### src/rtl/mem_port_arbiter.sv
// Two-requester arbiter for a single-ported memory: instruction fetch (port 0,
// read-only) and data access (port 1, read/write) with a fixed-latency access.
module mem_port_arbiter #(
  parameter int DATA_W  = 32,
  parameter int MEM_LAT = 2,
  parameter int FIX_PRI = 0
) (
  input  logic              clk_i,
  input  logic              rst_i,
  input  logic              req0_i,
  input  logic [DATA_W-1:0] addr0_i,
  input  logic              req1_i,
  input  logic              we1_i,
  input  logic [DATA_W-1:0] addr1_i,
  input  logic [DATA_W-1:0] wdata1_i,
  output logic              gnt0_o,
  output logic              gnt1_o,
  output logic              done0_o,
  output logic              done1_o,
  output logic [DATA_W-1:0] rdata_o,
  output logic              sel_o,
  output logic              mem_en_o,
  output logic              mem_we_o,
  output logic [DATA_W-1:0] mem_addr_o,
  output logic [DATA_W-1:0] mem_wdata_o,
  input  logic [DATA_W-1:0] mem_rdata_i,
  output logic              busy_o,
  output logic [1:0]        dbg_state_o
);

  // Handshake: req is a level held until gnt pulses; a req still high in the
  // cycle after gnt (or in RESP) is treated as a new request. done pulses once
  // per access, and rdata_o is valid from that cycle until the next read ends.

  typedef enum logic [1:0] {
    IDLE   = 2'd0,
    ACCESS = 2'd1,
    RESP   = 2'd2
  } state_t;

  localparam int CW = (MEM_LAT > 1) ? $clog2(MEM_LAT) : 1;
  localparam logic [CW-1:0] LAT_M1 = CW'(MEM_LAT - 1);

  state_t        state, state_n;
  logic [CW-1:0] counter;
  logic          last_winner;
  logic          win;
  logic          take;
  logic          last_cycle;

  always_comb begin
    state_n = state;
    take    = 1'b0;
    win     = req1_i;
    if (req0_i && req1_i) begin
      win = (FIX_PRI != 0) ? 1'b1 : ~last_winner;
    end
    case (state)
      IDLE: begin
        if (req0_i || req1_i) begin
          take    = 1'b1;
          state_n = ACCESS;
        end
      end
      ACCESS: begin
        if (counter == '0) state_n = RESP;
      end
      RESP: begin
        // Back-to-back: a request seen here starts the next access directly.
        if (req0_i || req1_i) begin
          take    = 1'b1;
          state_n = ACCESS;
        end else begin
          state_n = IDLE;
        end
      end
      default: state_n = IDLE;
    endcase
  end

  assign last_cycle = (state == ACCESS) && (counter == '0);

  always_ff @(posedge clk_i or negedge rst_i) begin
    if (!rst_i) begin
      state       <= IDLE;
      counter     <= '0;
      last_winner <= 1'b1;
      sel_o       <= 1'b0;
      mem_we_o    <= 1'b0;
      mem_addr_o  <= '0;
      mem_wdata_o <= '0;
      rdata_o     <= '0;
      gnt0_o      <= 1'b0;
      gnt1_o      <= 1'b0;
      done0_o     <= 1'b0;
      done1_o     <= 1'b0;
    end else begin
      state   <= state_n;
      gnt0_o  <= take & ~win;
      gnt1_o  <= take & win;
      done0_o <= last_cycle & ~sel_o;
      done1_o <= last_cycle & sel_o;
      if (take) begin
        sel_o       <= win;
        last_winner <= win;
        mem_addr_o  <= win ? addr1_i : addr0_i;
        mem_we_o    <= win & we1_i;
        mem_wdata_o <= wdata1_i;
        counter     <= LAT_M1;
      end else if (state == ACCESS && counter != '0) begin
        counter <= counter - 1'b1;
      end
      if (last_cycle && !mem_we_o) begin
        rdata_o <= mem_rdata_i;
      end
    end
  end

  assign mem_en_o    = (state == ACCESS);
  assign busy_o      = (state != IDLE);
  assign dbg_state_o = state;

endmodule

### config.mk
export PLATFORM = sky130hd
export DESIGN_NAME = mem_port_arbiter
export DESIGN_NICKNAME = d
export VERILOG_FILES = /design/src/rtl/mem_port_arbiter.sv
export SDC_FILE = /design/constraint.sdc
export NUM_CORES = 1
export LEC_CHECK = 0
export BUFFER_PORTS_ARGS = -buffer_cell sky130_fd_sc_hd__buf_2
export CORE_UTILIZATION = 44
export DETAILED_ROUTE_END_ITERATION = 7
export GPL_ROUTABILITY_DRIVEN = 0
export PLACE_DENSITY = 0.8
export SKIP_LAST_GASP = 1
export SYNTH_ARGS = -nofsm -noshare
export SYNTH_HDL_FRONTEND = slang
export SYNTH_SLANG_ARGS = --single-unit
### constraint.sdc
create_clock -name clk_i -period 2.2 [get_ports clk_i]
set_clock_uncertainty 0.05 [all_clocks]
set_input_delay 0.44 -clock clk_i [delete_from_list [all_inputs] [get_ports clk_i]]
set_output_delay 0.44 -clock clk_i [all_outputs]
set_load 0.005 [all_outputs]
==> results of run 1 <==
==> worst min path at each step <==
stage,end,from
2_1_floorplan,counter$_DFFE_PN0P_,rst_i
3_3_place_gp,rdata_o[27]$_DFFE_PN0P_,rst_i
3_5_place_dp,done0_o$_DFF_PN0_,sel_o$_DFFE_PN0P_
4_1_cts,rdata_o[25]$_DFFE_PN0P_,rst_i
5_1_grt,mem_wdata_o[31]$_DFFE_PN0P_,rst_i
6_report,rdata_o[25]$_DFFE_PN0P_,rst_i
==> cell families (layout without fill, tap and decap cells) <==
logic type             Yosys count  after routing
DFF                            106            106
muxes                           64             64
and+or+nand+nor                 40             40
AOI/OAI and AO/OA               39             39
buffers and inverters           20            267
==> layout make-up <==
| cell class | instances | share of cell area |
|---|---|---|
| inverter | 4 | 0.002589 |
| sequential | 106 | 0.4576 |
| multi-input combinational | 143 | 0.2574 |
| clock inverter | 6 | 0.008630 |
| clock buffer | 10 | 0.02201 |
| tap | 129 | 0.02783 |
| timing repair buffer | 247 | 0.2239 |
==> flip-flops by register name, summed over array words and instances (netlist names) <==
register,count
counter,1
dbg_state_o,2
done0_o,1
done1_o,1
gnt0_o,1
gnt1_o,1
last_winner,1
mem_addr_o,32
mem_wdata_o,32
mem_we_o,1
rdata_o,32
sel_o,1
==> critical path: stages, from the launching register on <==
cell	delay (ns)
dfrtp_1	0.42
or3b_4	0.45
nor2_8	0.28
buf_12	0.24
mux2_4	0.31
==> through the flow <==
step           setup WS (ns)  cells  cell area (um2)  total power [mW]
2_1_floorplan         0.5717    269             4264             5.577
3_3_place_gp          0.3885    629             5622             6.920
3_5_place_dp          0.3352    629             5622             7.082
4_1_cts               0.3043    645             5799             8.203
5_1_grt               0.2440    645             5799             8.643
6_report              0.3041    645             5799             8.085
==> per-layer routing <==
metal  wire (um)  vias up
li1            -     1454
met1        4112     1544
met2        5262      139
met3         663        2
met4          34        0
met5           0        -
==> power groups by stage <==
stage,Clock (mW),Sequential [mW],Combinational [mW]
after floorplan,0,3.52,2.06
after detailed placement,0,3.47,3.61
after CTS,1.13,3.46,3.62
final,1.08,3.45,3.56
after global routing,1.22,3.56,3.87
after global placement,0,3.43,3.49
==> layout by cell type, fill, tap and decap left out <==
cell and n:
o21bai_4 1, or3b_4 1, or2_2 1, and3_1 1, dfrtp_1 105, buf_2 237
o211a_1 1, inv_1 4, inv_8 1, nor2b_1 1, a221o_1 32, clkinv_2 1
a21o_1 2, clkbuf_8 9, buf_4 7, a22o_1 1, mux2_2 34, buf_12 3
clkinvlp_4 1, inv_6 1, a211oi_4 1, and2_0 7, clkbuf_1 1, nand2_1 2
a21oi_1 1, mux2_4 30, and2_1 25, nor2_8 1, nor2_1 1, dfstp_2 1
clkinv_4 2
==> run_results.csv, run 1 <==
group,metric,value,unit
status,status,"complete, no violations",
synthesis,syn_area,4264,um2
cts,cts_setup_buffers,0,
synthesis,synth_common_cells,"dfrtp_1, mux2_2, a221o_1, mux2_4, and2_1",
route,drt_first_iter_violations,81,
power,p_sw_frac,0.3205,
grt,grt_use_met3,0.05432,
timing,timing.fmax,527.4,MHz
cts,post_cts_resize_count,0,
power,p_leak,3.011,nW
grt,grt_use_met1,0.2387,
worst_setup_path,startpoint_type,"register",
placed_design,port-buffer-count,238,
flow_run,max_cap_viol_count,0,
synthesis,synth_edf_count,0,
floorplanning,io_pins,239,
grt,use_met2,0.3656,
cts,cts-root-buf,"clkbuf_8",
power,p_seq_frac,0.427,
route,drcViolationCount,0,
synthesis,synth-xor-area-share,0,
worst_setup_path,required,2.38,ns
timing,drv_slew,0,
final_layout,areaGrowthSynthToFinish,36.00,%
worst_setup_path,r2r-end,"rdata_o[6]$_DFFE_PN0P_",
worst_setup_path,endpoint_kind,"register",
synthesis,synth_nets,402,
synthesis,synth-compound-area-share,0.08979,
floorplanning,initial_core_util,0.4571,
floorplanning,die_area,10090,um2
grt,grt_pass1_wl,15490,um
timing,holdWs,0.02440,ns
cts,cts_max_path_buffers,2,
final_layout,fillCellCount,731,
synthesis,post-synth-top-area-cell,"dfrtp_1",
floorplanning,die_w,100.4,um
route,antenna_left,0,
synthesis,ys.flop_type,"dfrtp_1",
timing,tns,0,ns
synthesis,synthCells,269,
grt,grt_pass1_vias,3163,
synthesis,synth_top_cells_by_area,"dfrtp_1, mux2_4, mux2_2",
synthesis,synthArstFlopShare,1.000,
worst_setup_path,path_class,"reg2reg",
final_layout,postLayoutCoreUtil,0.6217,
synthesis,synth_top_family_by_area,"multiplexers",
hold_path,min_path_type,"in2async",
floorplanning,die_y,100.4,um
timing,rsz0062_at_grt,"false",
power,cellInternalPower,5.494,mW
synthesis,synthSimpleGateAreaFrac,0.06133,
synthesis,yosys.cell_count.top_type,"dfrtp_1",
placed_design,dpl.hpwl,7698,um
grt,grt_overflow,0,
cts,insertion_delay,0.35,ns
worst_setup_path,regToRegSetupSlack,0.30,ns
grt,top_usage_layer,"met2",
power,switching_power,2.591,mW
floorplanning,row_count,35,
timing,finalHoldViolations,0,
grt,antenna_found_initial,0,
timing,min_period,1.896,ns
cts,cts_hold_buf,0,
cts,cts_tree,"yes",
power,p_comb_frac,0.440,
timing,relSlewSlack,0.6114,
worst_setup_path,timing.critical_path.to,"rdata_o[6]$_DFFE_PN0P_",
route,wl,10070,um
synthesis,synth_mux_area_frac,0.1954,
power,powerDensity,1394,nW/um2
route,num_vias,3139,
timing,tightest_slew,0.5829,ns
route,via_per_inst,4.867,
route,wl_per_cell,15.61,um
cts,clkSinkCount,106,
worst_setup_path,cp.arrival,2.08,ns
timing,setup_viol,0,
synthesis,synth-seq-cells,106,
synthesis,synth-adder-area-share,0,
timing,finalCritPeriodShare,0.8618,
synthesis,synthDistinctLibCells,24,
power,clockPowerShare,0.133,
cts,clk_pin_slew,0.11,ns
synthesis,yosysSeqAreaShare,0.6224,
final_layout,multi_input_area,1493,um2
floorplanning,core,9328,um2
final_layout,diodes,0,
worst_setup_path,path_max_fanout,20,
worst_setup_path,r2r-start,"dbg_state_o[1]$_DFFE_PN0P_",
cts,cts.htree.levels,3,
worst_setup_path,rr_worst_depth,4,
final_layout,seqCellArea,2654,um2
worst_setup_path,crit_start,"dbg_state_o[1]$_DFFE_PN0P_",
cts,cts-buffers-inserted,9,
final_layout,final_layout_size_suffix_gt1_frac,0.6434,
synthesis,synth_top_cell_area_share,0.6162,
grt,grt_max_degree,55,
final_layout,fin_nets,644,
synthesis,avgSynthCellArea,15.85,um2
power,vdd_ir_drop_max,0.8769,mV
route,drt_first_pass_iters,4,
grt,grt.total_usage,0.2008,
synthesis,yosys_warnings,0,
Note: power is estimated with default switching activity, not from simulation.
==> inputs of run 2 (changes only) <==
--- a/config.mk
+++ b/config.mk
@@ -10,6 +10,7 @@
 export DETAILED_ROUTE_END_ITERATION = 7
 export GPL_ROUTABILITY_DRIVEN = 0
 export PLACE_DENSITY = 0.8
+export REMOVE_ABC_BUFFERS = 1
 export SKIP_LAST_GASP = 1
 export SYNTH_ARGS = -nofsm -noshare
 export SYNTH_HDL_FRONTEND = slang
==> run 2 against run 1 <==
Net effect:
- sequential share of layout area shrank 0.46 points
- setup slack lost 0.029 ns
- count of clock-buffer cells in the layout unchanged
- fmax down 1.5%
- clock power is 13% higher
- combinational power up 1%
- critical path type unchanged
==> run_results.csv, run 2 (synthesis results as in run 1) <==
group,metric,value,unit
floorplanning,core,9328,um2
cts,clkSinkCount,106,
worst_setup_path,cp_slowest_cell,"dfrtp_1",
final_layout,diodes,0,
timing,min_period,1.925,ns
floorplanning,die_area,10090,um2
power,powerDensity,1414,nW/um2
route,drt_first_iter_violations,110,
final_layout,areaGrowthSynthToFinish,37.38,%
status,status,"complete, no violations",
worst_setup_path,crit_path_cell_trace,"or3b_4, nor2_8, buf_12, mux2_2",
route,drt_first_pass_iters,4,
final_layout,final_layout_size_suffix_gt1_frac,0.6422,
power,p_sw_frac,0.3202,
power,p_leak,3.031,nW
route,wl,10720,um
timing,timing.fmax,519.6,MHz
cts,cts_max_path_buffers,2,
floorplanning,io_pins,239,
worst_setup_path,max_stage_delay,0.49,ns
power,vdd_ir_drop_max,0.7047,mV
final_layout,postLayoutCoreUtil,0.6280,
worst_setup_path,crit_start,"dbg_state_o[0]$_DFFE_PN0P_",
worst_setup_path,rr_worst_depth,4,
placed_design,place_ws,0.2694,ns
worst_setup_path,endpoint_kind,"register",
power,switching_power,2.654,mW
grt,grt_pass1_vias,3298,
placed_design,dpl.hpwl,8107,um
grt,grt_overflow,0,
route,wl_per_cell,16.59,um
final_layout,largestRegisters,"mem_addr_o (32), mem_wdata_o (32), rdata_o (32)",
power,clockPowerShare,0.147,
final_layout,fin_nets,645,
cts,cts.htree.levels,3,
cts,insertion_delay,0.35,ns
cts,cts_tree,"yes",
grt,antenna_found_initial,0,
timing,holdWs,0.2502,ns
flow_run,max_cap_viol_count,0,
worst_setup_path,path_max_fanout,20,
worst_setup_path,path_class,"reg2reg",
placed_design,port-buffer-count,238,
hold_path,min_path_type,"in2reg",
hold_path,hold_path_end,"rdata_o[6]$_DFFE_PN0P_",
timing,drv_slew,0,
cts,clk_pin_slew,0.11,ns
route,antenna_left,0,
timing,finalHoldViolations,0,
final_layout,fillCellCount,755,
cts,cts_setup_buffers,0,
timing,relSlewSlack,0.6739,
final_layout,layout_common_cells,"buf_2, dfrtp_1, mux2_2",
worst_setup_path,required,2.41,ns
final_layout,mostFrequentLayoutCell,"buf_2",
timing,rsz0062_at_grt,"false",
hold_path,hold_start,"mem_rdata_i[6]",
worst_setup_path,r2r-start,"dbg_state_o[0]$_DFFE_PN0P_",
floorplanning,initial_core_util,0.4571,
final_layout,multi_input_area,1493,um2
timing,fin_ws,0.2754,ns
worst_setup_path,path_delay_family,"simple AND/OR/NAND/NOR gates",
timing,setup_viol,0,
grt,grt_pass1_wl,16310,um
power,cellInternalPower,5.633,mW
cts,post_cts_resize_count,0,
power,total_power,8.286,mW
cts,cts-buffers-inserted,9,
route,num_vias,3185,
worst_setup_path,startpoint_type,"register",
worst_setup_path,cp.arrival,2.13,ns
grt,grt.total_usage,0.2109,
timing,tightest_slew,0.4892,ns
floorplanning,die_y,100.4,um
cts,cts_hold_buf,1,
route,via_per_inst,4.930,
grt,grt_max_degree,52,
route,drcViolationCount,0,
worst_setup_path,r2r-end,"rdata_o[0]$_DFFE_PN0P_",
cts,cts-root-buf,"clkbuf_8",
timing,finalCritPeriodShare,0.8748,
power,p_comb_frac,0.434,
worst_setup_path,regToRegSetupSlack,0.28,ns
worst_setup_path,critPathBufInv,1,
final_layout,seqCellArea,2654,um2
floorplanning,row_count,35,
floorplanning,die_w,100.4,um
power,p_seq_frac,0.419,
hold_path,hold-path-cell-count,2,
[run 2: changes by cell type in the layout (fill, tap and decap cells not counted), sizes merged]
cell | before | now
clkinv | 3 | 1
bufinv | 0 | 1
clkinvlp | 1 | 2
dlygate4sd3 | 0 | 1
[run 2: layout make-up]
cell class | count | area share
repair buffers | 248 | 0.2277
well taps | 129 | 0.02755
inverters | 4 | 0.002563
flip-flops and latches | 106 | 0.4530
clock buffers | 10 | 0.02179
multi-input cells | 143 | 0.2548
clock inverters | 6 | 0.01260
[run 2: power groups by stage]
stage,registers (mW),clock network (mW),logic (mW)
5_1_grt,3.58,1.33,3.89
2_1_floorplan,3.52,0,1.90
6_report,3.47,1.22,3.60
4_1_cts,3.47,1.26,3.65
3_3_place_gp,3.42,0,3.54
3_5_place_dp,3.49,0,3.64
[run 2: how the worst max path moves through the flow]
stage | end | slack [ns] | cells after the start
final | rdata_o[0]$_DFFE_PN0P_ | 0.28 | 4
after floorplan | mem_wdata_o[0]$_DFFE_PN0P_ | -0.19 | 2
after detailed placement | rdata_o[0]$_DFFE_PN0P_ | 0.27 | 4
after global routing | rdata_o[0]$_DFFE_PN0P_ | 0.20 | 4
after global placement | rdata_o[0]$_DFFE_PN0P_ | 0.34 | 4
after CTS | rdata_o[0]$_DFFE_PN0P_ | 0.26 | 4
[run 2: stage by stage]
step | area [um2] | std cells | TNS, ns
6_report | 5858 | 646 | 0
5_1_grt | 5858 | 646 | 0
4_1_cts | 5858 | 646 | 0
3_5_place_dp | 5647 | 629 | 0
3_3_place_gp | 5647 | 629 | 0
2_1_floorplan | 4146 | 253 | -7.632
[run 2: metal layers]
metal	global-route usage	wire, um
met5	0	0
met4	0.08473	258
met3	0.04248	535
met2	0.3793	5645
met1	0.2461	4279
